==> src/rtl/ahb3lite_led_timer.sv <==
// ahb3lite_led_timer: AHB3-Lite slave holding the board LED register (with
// set/clear aliases) and a 32-bit reload down-counter. Each expiry sets a
// sticky EXP flag, may raise irq_o, and XOR-toggles a programmable LED mask.
//
// Ports:
//   hclk_i, hreset_n_i          bus clock, async active-low reset
//   hsel_i, haddr_i, htrans_i,
//   hwrite_i, hsize_i,
//   hburst_i, hprot_i, hready_i AHB address-phase inputs (hburst/hprot ignored)
//   hwdata_i                    write data (data phase)
//   hrdata_o, hreadyout_o,
//   hresp_o                     AHB data-phase response
//   led_o                       LED drive (LED_OUT)
//   irq_o                       level interrupt, STAT.EXP & CTRL.IE
module ahb3lite_led_timer #(
  parameter int unsigned g_led_num     = 8,
  parameter int unsigned g_haddr_width = 32,
  parameter int unsigned g_hdata_width = 32
) (
  input  logic                     hclk_i,
  input  logic                     hreset_n_i,
  input  logic                     hsel_i,
  input  logic [g_haddr_width-1:0] haddr_i,
  input  logic [g_hdata_width-1:0] hwdata_i,
  output logic [g_hdata_width-1:0] hrdata_o,
  input  logic                     hwrite_i,
  input  logic [2:0]               hsize_i,
  input  logic [2:0]               hburst_i,
  input  logic [3:0]               hprot_i,
  input  logic [1:0]               htrans_i,
  input  logic                     hready_i,
  output logic                     hreadyout_o,
  output logic                     hresp_o,
  output logic [g_led_num-1:0]     led_o,
  output logic                     irq_o
);

  if (g_hdata_width != 32) begin : g_bad_hdata_width
    $error("ahb3lite_led_timer: g_hdata_width must be 32");
  end

  typedef enum logic [1:0] {ST_IDLE, ST_ERR1, ST_ERR2} resp_state_t;

  resp_state_t state, state_next;

  logic        accept, size_ok, wr_en;
  logic        dp_valid, dp_write;
  logic [2:0]  dp_addr;

  logic [g_led_num-1:0] led_out, led_out_next;
  logic [g_led_num-1:0] tgl_mask, tgl_mask_next;
  logic                 en, en_next, ie, ie_next;
  logic                 exp_flag, exp_next;
  logic [31:0]          load, load_next, val, val_next;
  logic                 tick;
  logic [31:0]          rd_data;

  logic unused_inputs;
  assign unused_inputs = ^{hburst_i, hprot_i, htrans_i[0],
                           haddr_i[g_haddr_width-1:5], haddr_i[1:0]};

  assign accept  = hsel_i & hready_i & htrans_i[1];
  assign size_ok = (hsize_i == 3'b010);

  // Data-phase controls only advance when the bus is ready; non-word
  // transfers never arm dp_valid, so they cannot touch registers.
  always_ff @(posedge hclk_i or negedge hreset_n_i) begin
    if (!hreset_n_i) begin
      dp_valid <= 1'b0;
      dp_write <= 1'b0;
      dp_addr  <= '0;
    end else if (hready_i) begin
      dp_valid <= accept & size_ok;
      dp_write <= hwrite_i;
      dp_addr  <= haddr_i[4:2];
    end
  end

  always_ff @(posedge hclk_i or negedge hreset_n_i) begin
    if (!hreset_n_i) state <= ST_IDLE;
    else             state <= state_next;
  end

  always_comb begin
    state_next  = state;
    hreadyout_o = 1'b1;
    hresp_o     = 1'b0;
    case (state)
      ST_IDLE: if (accept && !size_ok) state_next = ST_ERR1;
      ST_ERR1: begin
        hreadyout_o = 1'b0;
        hresp_o     = 1'b1;
        state_next  = ST_ERR2;
      end
      ST_ERR2: begin
        hresp_o    = 1'b1;
        state_next = (accept && !size_ok) ? ST_ERR1 : ST_IDLE;
      end
      default: state_next = ST_IDLE;
    endcase
  end

  assign wr_en = dp_valid & dp_write & hready_i;
  assign tick  = en & (val == '0);

  // Priority: register writes override counter effects, except LED_SET/CLR
  // which apply on top of the toggled value and STAT W1C which loses to a set.
  always_comb begin
    led_out_next  = tick ? (led_out ^ tgl_mask) : led_out;
    tgl_mask_next = tgl_mask;
    en_next       = en;
    ie_next       = ie;
    load_next     = load;
    val_next      = val;
    exp_next      = exp_flag;
    if (en) val_next = (val == '0) ? load : val - 32'd1;
    if (wr_en) begin
      case (dp_addr)
        3'd0: led_out_next = hwdata_i[g_led_num-1:0];
        3'd1: led_out_next = led_out_next | hwdata_i[g_led_num-1:0];
        3'd2: led_out_next = led_out_next & ~hwdata_i[g_led_num-1:0];
        3'd3: begin
          en_next = hwdata_i[0];
          ie_next = hwdata_i[1];
        end
        3'd4: begin
          load_next = hwdata_i;
          val_next  = hwdata_i;
        end
        3'd6: if (hwdata_i[0]) exp_next = 1'b0;
        3'd7: tgl_mask_next = hwdata_i[g_led_num-1:0];
        default: ;
      endcase
    end
    if (tick) exp_next = 1'b1;
  end

  always_ff @(posedge hclk_i or negedge hreset_n_i) begin
    if (!hreset_n_i) begin
      led_out  <= '0;
      tgl_mask <= '0;
      en       <= 1'b0;
      ie       <= 1'b0;
      load     <= '0;
      val      <= '0;
      exp_flag <= 1'b0;
    end else begin
      led_out  <= led_out_next;
      tgl_mask <= tgl_mask_next;
      en       <= en_next;
      ie       <= ie_next;
      load     <= load_next;
      val      <= val_next;
      exp_flag <= exp_next;
    end
  end

  always_comb begin
    rd_data = '0;
    case (dp_addr)
      3'd0: rd_data[g_led_num-1:0] = led_out;
      3'd3: rd_data[1:0]           = {ie, en};
      3'd4: rd_data                = load;
      3'd5: rd_data                = val;
      3'd6: rd_data[0]             = exp_flag;
      3'd7: rd_data[g_led_num-1:0] = tgl_mask;
      default: ;
    endcase
  end

  assign hrdata_o = (dp_valid && !dp_write) ? rd_data : '0;
  assign led_o    = led_out;
  assign irq_o    = exp_flag & ie;

endmodule

==> config.mk <==
export PLATFORM = sky130hd
export DESIGN_NAME = ahb3lite_led_timer
export DESIGN_NICKNAME = d
export VERILOG_FILES = /design/src/rtl/ahb3lite_led_timer.sv
export SDC_FILE = /design/constraint.sdc
export NUM_CORES = 1
export LEC_CHECK = 0
export CELL_PAD_IN_SITES_DETAIL_PLACEMENT = 1
export CELL_PAD_IN_SITES_GLOBAL_PLACEMENT = 1
export CORE_MARGIN = 10
export CORE_UTILIZATION = 40
export CTS_CLUSTER_SIZE = 8
export DETAILED_ROUTE_END_ITERATION = 7
export PLACE_DENSITY = 0.88
export RECOVER_POWER = 50
export SYNTH_ARGS = -nofsm -noshare
export SYNTH_HDL_FRONTEND = slang
export SYNTH_SLANG_ARGS = --single-unit
==> constraint.sdc <==
create_clock -name hclk_i -period 5.1 [get_ports hclk_i]
set_input_delay 1.02 -clock hclk_i [delete_from_list [all_inputs] [get_ports hclk_i]]
set_output_delay 1.02 -clock hclk_i [all_outputs]
set_load 0.02 [all_outputs]
Word level (Yosys, flattened, before mapping):

Cells that the tools add are included.

* memory bits (writable): 0
* output and inout port bits: 43
* word-level logic and storage cells: 70
* memories: 0
* input bits: 81
* bits in latches: 0
* ROM bits: 0
* register bits after elaboration: 90

* $lt $le $gt $ge: 0
* reductions and logical operators: 15
* div/mod/pow operators: 0
* bitwise logic cells: 11
* multipliers: 0
* equality and inequality tests: 11
* shifts and indexed selects: 0
* $add $sub $neg: 1
* multiplexer cells: 21

Operators with widths (count)
* 32-bit two-way mux: 5
* 24-bit one-hot mux with 2 select lines: 1
* 32-bit zero test: 1
* 32-bit by 1-bit subtractor with 32-bit output (second input constant): 1
* 6-bit one-hot mux with 4 select lines: 1
* 8-bit one-hot mux with 3 select lines: 1
* 8-bit two-way mux: 2
* 3-bit == test (second input constant): 4
* 3-bit by 2-bit == test with 1-bit output (second input constant): 3
* 8-bit bitwise AND: 1
* 8-bit inverter: 1
* 8-bit bitwise OR: 1
* 8-bit XOR: 1
* 1-bit bitwise AND: 7
* 1-bit two-way mux: 7
* 1-bit one-hot mux with 6 select lines: 1
* 2-bit one-hot mux with 3 select lines: 1
* 2-bit AND reduction: 3
* 2-bit nonzero test: 3
* 1-bit one-hot mux with 5 select lines: 1
* 3-bit by 1-bit == test with 1-bit output (second input constant): 1
* 3-bit zero test: 1
* 3-bit AND reduction: 1
* 2-bit by 1-bit == test with 1-bit output (second input constant): 1
* other kinds (7): 9

Depth between registers and ports, before layout:

Gate-level depths: netlist (run 1).

* depth in word-level cells: 6
* gate-level depth with buffers: 8

Worst setup path before layout (run 1):

No wires, ideal clock.

* kind: flip-flop to output port
* start: register dp_addr[2]
* end: output hrdata_o[11]
* path slack: 2.248 ns
* arrival time: 1.832 ns
* buffers on the path: 2
* cell stages (with the launch flop): 7
* cells stage by stage: dfrtp_1 > clkbuf_1 > inv_1 > nor3_1 > clkbuf_1 > a22oi_1 > nor2_1

* word-level cells in the longest chain between the ends: 3
* elaborated cells on any way between the ends: 4
* classes of those cells: 2 x eq/ne; 2 x mux

Ends and longest elaborated chain
* start, declared: line 48 `logic [2:0] dp_addr;`
* start signal, assigned: line 75 `dp_addr <= haddr_i[4:2];`
* 3-bit == test: line 160 `case (dp_addr)`
* 24-bit one-hot mux with 2 select lines (*): line 160
* 32-bit two-way mux (*): line 171 `assign hrdata_o = (dp_valid && !dp_write) ? rd_data : '0;`
* end, declared: line 25 `output logic [g_hdata_width-1:0] hrdata_o,`

Every way passes the cells marked *; elsewhere a longest branch is shown, timed or not.

Worst setup path after layout (run 1):

* start: register dp_addr[0]
* end: output hrdata_o[12]

Same word-level chain as after synthesis.

==> metrics.cfg, run 1 <==
[sta]
fin_crit_sh_pct = 76.0
skew_ns = 0.00746
rsz0062_at_grt = no
max_freq_mhz = 258
slew_viol_final = 38
hold_violations = 0
setup_slack_ns = 1.22
setup-tns-final_ns = 0
min_period_ns = 3.88
relSlewSlack_pct = -34.3
tightest_slew_ns = 2.02
finalSetupViolCount = 0

[drt]
drt_first_pass_iters = 5
avgRoutedWirePerCell_um = 20.7
ant_nets = 0
drc_errors = 0
vias_per_cell = 5.91
drt_wl_total_um = 17900
vias = 5120
drt_iter0_drc = 362

[power]
vdd_drop_max_v = 0.000141
p_int_mw = 1.43
power_density_mw_per_mm2 = 335
clock_power_share_pct = 28.7
combPwrFrac_pct = 24.6
pwr-share-seq_pct = 46.8
leakage_nw = 2.65
switching_share_pct = 34.6
p_sw_mw = 0.758

[die]
die_w_um = 135
coreArea_mm2 = 0.0128
die_area_mm2 = 0.0182
fp.dieH_um = 135
start_util_pct = 41.3
boundaryPins = 124
num_rows = 41

[global_routing]
grt_overflow = 0
grt_pass1_vias = 5553
grt_pass1_wl_um = 29600
antenna_found_initial = 0
grt_start_max_net_pins = 56
grtUsageTotal_pct = 19.9

[worst_setup_path]
critPathCaptureType = output pin
worstPathMaxFanout = 24
r2r-start = val[20]
cp_top_family = buffers and inverters
cp-start-kind = flop
cp_cell_sequence = inv_1 -> nor3_2 -> buf_4 -> a22oi_1 -> nor2_1 -> clkdlybuf4s50_1
required_ns = 4.08
r2r-end = led_o[1]
reg2regPathDepth = 6
ff2ff_setup_slack_ns = 1.44
worstSetupPathType = reg2out
crit_buf_inv = 3
cp.arrival_ns = 2.86
max_stage_delay_ns = 0.75
crit_slowest_cell = dfrtp_1

[layout]
mostFrequentLayoutCells = nand2_1 (128), dfrtp_1 (90), clkdlybuf4s50_1 (75), nor2_1 (70), o21ai_0 (40)
fin_util_pct = 51.2
multi_input_area_mm2 = 0.00283
final_common_cell = nand2_1
seqCellArea_mm2 = 0.00225
syn_to_final_growth_pct = 23.8
num_antenna_cells = 0
fillCellCount = 1505
nets = 776
layout-drive-gt1-share_pct = 8.21

[clocking]
cts.root.buffer_cell = clkbuf_16
clock-sinks = 90
cts_resized = 0
clk_latency_ns = 0.36
cts_tree = done
cts_setup_buffers = 0
cts_hold_buf = 0
htreeDepth = 3
cts_buffers = 9
path_clk_slew_ns = 0.07
cts_buffer_depth = 2

[worst_hold_path]
min_to = load[14]
min_from = load[14]
holdCritPathClass = reg2reg
hold_depth = 2

[logic_synthesis]
syn-num-nets = 706
syn_area_per_cell_um2 = 8.53
synth_edf_count = 0
synth-seq-cells = 90
ys_warn_count = 0
async_reset_ff_share_pct = 100
seq_area_frac_synth_pct = 42.7
ys.flop_type = dfrtp_1
syn_area_mm2 = 0.00528
syn_inst = 619
synth_cell_types = 58

[place]
hpwl_um = 12800
place_congestion = 0.860
portBuffers = 86
dp_slack_ns = 1.51

[job]
drv_cap = 1

[status]
status = finished, violations left
violations = capacitance limit, slew limit

worst max path at each step:
stage / from / end / slack [ns] / cells after the start
2_1_floorplan: dp_addr[2] / hrdata_o[11] / 2.25 / 6
3_3_place_gp: hready_i / val[25] / 1.57 / 5
3_5_place_dp: hready_i / val[16] / 1.51 / 5
4_1_cts: dp_addr[0] / hrdata_o[12] / 1.24 / 6
5_1_grt: hreset_n_i / val[23] / 1.03 / 2
6_report: dp_addr[0] / hrdata_o[12] / 1.22 / 6
cell type report:
cell class	instances	share of cell area, %
timing repair buffer	95	14.0
multi-input combinational	477	43.3
inverter	16	0.919
sequential	90	34.5
tap	172	3.29
clock inverter	3	0.230
clock buffer	13	3.83
worst reg2reg max path, stage by stage, from the launching register on:
cell and delay, ns:
dfrtp_1 0.46, or4_1 0.71, nor3_1 0.75, clkbuf_1 0.65, nand3_2 0.38, or3_1 0.42, a32oi_1 0.20
metal layers:
metal / up-vias / GRT usage [%] / share of wire, %
met5: - / 0 / 0
met4: 0 / 7.92 / 1.9
met3: 27 / 4.64 / 6.3
met2: 163 / 32.6 / 48
met1: 2574 / 24.8 / 43
li1: 2356 / - / -
logic make-up after synthesis:
logic type	after synthesis	share of synthesized area, %
compound gates	142	18.5
xor+xnor	26	4.31
fa+ha+maj	6	1.42
buf+inv	52	3.84
flops	90	42.7
mux	23	4.79
simple gates	280	24.4
flip-flops by register name (all words and copies together), names as in the netlist, 2 cells and up:
register  cells
state         2
tgl_mask      8
load         32
val          32
led_o         8
dp_addr       3
power groups by stage:
stage,logic (mW),registers [mW],clock network [mW]
2_1_floorplan,0.377,0.960,0
3_3_place_gp,0.509,1.01,0
3_5_place_dp,0.537,1.03,0
4_1_cts,0.542,1.02,0.636
5_1_grt,0.597,1.04,0.662
6_report,0.538,1.02,0.628
cell usage after synthesis, types with 3 or more instances:
cell type    n  share of area [%]
o221a_2      6                1.3
nor2_1      70                5.0
ha_1         6                1.4
mux2i_1      5               0.95
o31ai_1      6               0.85
xnor2_1     14                2.3
o31a_1       3               0.50
o211ai_1     6               0.85
o21ai_0     40                3.8
nand4_1     15                1.8
mux2_2      18                3.8
nand2_1    128                9.1
a22oi_1     33                4.7
nor3_1      14                1.3
nor4_1       8               0.95
buf_2        3               0.28
and3_1       4               0.47
or3_1        7               0.83
dfrtp_1     90                 43
or4_1        3               0.43
a22o_1       5               0.83
nand3_1     10               0.95
a31oi_1     12                1.4
inv_1       16                1.1
xor2_1      12                2.0
o41ai_1      3               0.50
nor4_2       4               0.95
clkbuf_1    30                2.1
a21oi_1      9               0.85
through the flow:
stage	std cells	power [mW]	hold WS [ns]	instance area, um^2
2_1_floorplan	619	1.34	0.459	5280
3_3_place_gp	850	1.52	0.477	6290
3_5_place_dp	850	1.57	0.494	6290
4_1_cts	866	2.20	0.511	6560
5_1_grt	866	2.30	0.543	6540
6_report	866	2.19	0.508	6540
Note: power is estimated with default switching activity, not from simulation.
==> inputs of run 2 (changes only) <==
- CORE_UTILIZATION: 40 -> 34
- PLACE_DENSITY: 0.88 -> 0.79
- clock period: 5.1 -> 3.2 ns (I/O delays scaled with it)
==> run 2 against run 1 <==
The run now ends clean. Critical path type unchanged. Clock power rose by 89%. Clock skew about the same. Sequential share of layout area shrank 1.4 points. Global-route usage fell by 2.1 points. Count of clock-buffer cells in the layout shrank 3. Sequential power rose by 59%. Non-clock buffer count increased by 24. Setup slack worse by 1.1 ns. Wire length up 2.2%. Critical endpoint is now hrdata_o[2]. Register-to-register slack got worse by 0.80 ns. Final area rose by 4.5%. Total power rose by 70%. Largest power group unchanged.
==> metrics.cfg, run 2 (synthesis gave the netlist of run 1 again) <==
[sta]
finalSetupViolCount = 0  ; unchanged
hold_violations = 0  ; unchanged
holdWs_ns = 0.504  ; was 0.508 ns
skew_ns = 0.00759  ; was 0.00746 ns
tightest_slew_ns = 1.33  ; was 2.02 ns
fin_crit_sh_pct = 95.1
max_freq_mhz = 329
relSlewSlack_pct = 11.4  ; was -34.3%
setup_slack_ns = 0.157  ; was 1.22 ns
setup-tns-final_ns = 0  ; unchanged
min_period_ns = 3.04
rsz0062_at_grt = no  ; unchanged
slew_viol_final = 0  ; was 38

[drt]
drt_wl_total_um = 18300  ; was 17900 um
vias = 5204  ; was 5120
vias_per_cell = 5.74  ; was 5.91
drt_iter0_drc = 324  ; was 362
avgRoutedWirePerCell_um = 20.2  ; was 20.7 um
drt_first_pass_iters = 5  ; unchanged
drc_errors = 0  ; unchanged
ant_nets = 0  ; unchanged

[power]
power_density_mw_per_mm2 = 546  ; was 335 mW/mm^2
p_total_mw = 3.73  ; was 2.19 mW
leakage_nw = 2.78  ; was 2.65 nW
vdd_drop_max_v = 0.000261  ; was 0.000141 V

[layout]
nets = 800  ; was 776
mostFrequentLayoutCells = nand2_1 (128), dfrtp_1 (88), clkdlybuf4s50_1 (84), nor2_1 (69), o21ai_0 (40)  ; was nand2_1 (128), dfrtp_1 (90), clkdlybuf4s50_1 (75), nor2_1 (70), o21ai_0 (40)
layout-drive-gt1-share_pct = 12.0  ; was 8.21%
syn_to_final_growth_pct = 29.4  ; was 23.8%
num_antenna_cells = 0  ; unchanged
top_regs = load x32, val x32  ; unchanged
final_common_cell = nand2_1  ; unchanged

[clocking]
path_clk_slew_ns = 0.07  ; about the same
cts_buffer_depth = 2  ; unchanged
cts_hold_buf = 0  ; unchanged
cts.root.buffer_cell = clkbuf_16  ; unchanged
clk_latency_ns = 0.36  ; about the same
cts_buffers = 9  ; unchanged
cts_tree = done  ; unchanged
clock-sinks = 90  ; unchanged
htreeDepth = 3  ; unchanged

[place]
portBuffers = 86  ; unchanged
dp_slack_ns = 0.328  ; was 1.51 ns
hpwl_um = 13100  ; was 12800 um
place_congestion = 0.880  ; was 0.860

[worst_hold_path]
hold_depth = 2  ; unchanged
min_to = load[4]  ; was load[14]
holdCritPathClass = reg2reg  ; unchanged
min_from = load[4]  ; was load[14]

[global_routing]
grt_pass1_vias = 5627  ; was 5553
antenna_found_initial = 0  ; unchanged
grt_start_max_net_pins = 48  ; was 56
grtUsageTotal_pct = 17.8  ; was 19.9%
grt_overflow = 0  ; unchanged
grt_pass1_wl_um = 29700  ; was 29600 um

[worst_setup_path]
cp-start-kind = flop  ; unchanged
reg2regPathDepth = 6  ; unchanged
required_ns = 2.56  ; was 4.08 ns
ff2ff_setup_slack_ns = 0.64  ; was 1.44 ns
critPathCaptureType = output pin  ; unchanged
r2r-end = val[17]  ; was led_o[1]
worstSetupPathType = reg2out  ; unchanged
worstPathMaxFanout = 12  ; was 24
r2r-start = val[21]  ; was val[20]
cp.arrival_ns = 2.40  ; was 2.86 ns

[die]
coreArea_mm2 = 0.0152  ; was 0.0128 mm^2
die_w_um = 145  ; was 135 um
die_area_mm2 = 0.0209  ; was 0.0182 mm^2
boundaryPins = 124  ; unchanged
num_rows = 45  ; was 41
fp.dieH_um = 145  ; was 135 um
start_util_pct = 34.7  ; was 41.3%

[job]
drv_cap = 0  ; was 1

[status]
status = completed  ; was finished, violations left

run 2: worst max-delay path, stage by stage, from the launching register on:
cell and delay, ns:
dfrtp_2 0.50, buf_4 0.18, mux2_2 0.33, a22oi_1 0.16
nor2_1 0.07, a31oi_1 0.15, nor2_1 0.07, clkdlybuf4s50_1 0.58
run 2: cell type report:
class / instances / area (um^2)
fill: 1828 / 8370
inverter: 16 / 60.1
clock inverter: 6 / 90.1
clock buffer: 10 / 239
sequential: 90 / 2250
timing repair buffer: 119 / 1110
multi-input combinational: 477 / 2840
tap: 188 / 235
run 2: worst max path at each step:
stage | slack [ns] | startpoint | to
after floorplan | 0.73 | dp_addr[2] | hrdata_o[11]
after global placement | 0.35 | dp_addr[0] | hrdata_o[23]
after detailed placement | 0.33 | dp_addr[0] | hrdata_o[23]
after CTS | 0.1 | dp_addr[0] | hrdata_o[2]
after global routing | 0.01 | dp_addr[0] | hrdata_o[3]
final | 0.16 | dp_addr[0] | hrdata_o[2]
run 2: metrics by stage:
step / utilization (%) / cell area, um^2 / std cells
2_1_floorplan: - / 5280 / 619
3_3_place_gp: 42.7 / 6490 / 887
3_5_place_dp: 42.7 / 6490 / 887
4_1_cts: 44.9 / 6830 / 903
5_1_grt: 44.9 / 6830 / 906
6_report: 44.9 / 6830 / 906
run 2: timing repair:
item | in CTS | in global routing
resized for setup | 1 | 2
setup endpoints to repair | 18 | 8
buffers inserted | 0 | 3
cloned | 0 | 0
run 2: where the power goes:
group | switching [mW] | internal (mW) | leakage [nW]
Combinational | 0.473 | 0.449 | 1.53
Clock | 0.485 | 0.706 | 0.147
Sequential | 0.291 | 1.33 | 1.10
Total | 1.25 | 2.48 | 2.78
run 2: per-layer routing:
layer / global-route usage [%] / wire, um / vias up
met3: 4.69 / 1200 / 26
li1: - / - / 2411
met1: 22.5 / 8010 / 2602
met5: 0 / 0 / -
met4: 6.12 / 294 / 0
met2: 28.7 / 8800 / 165
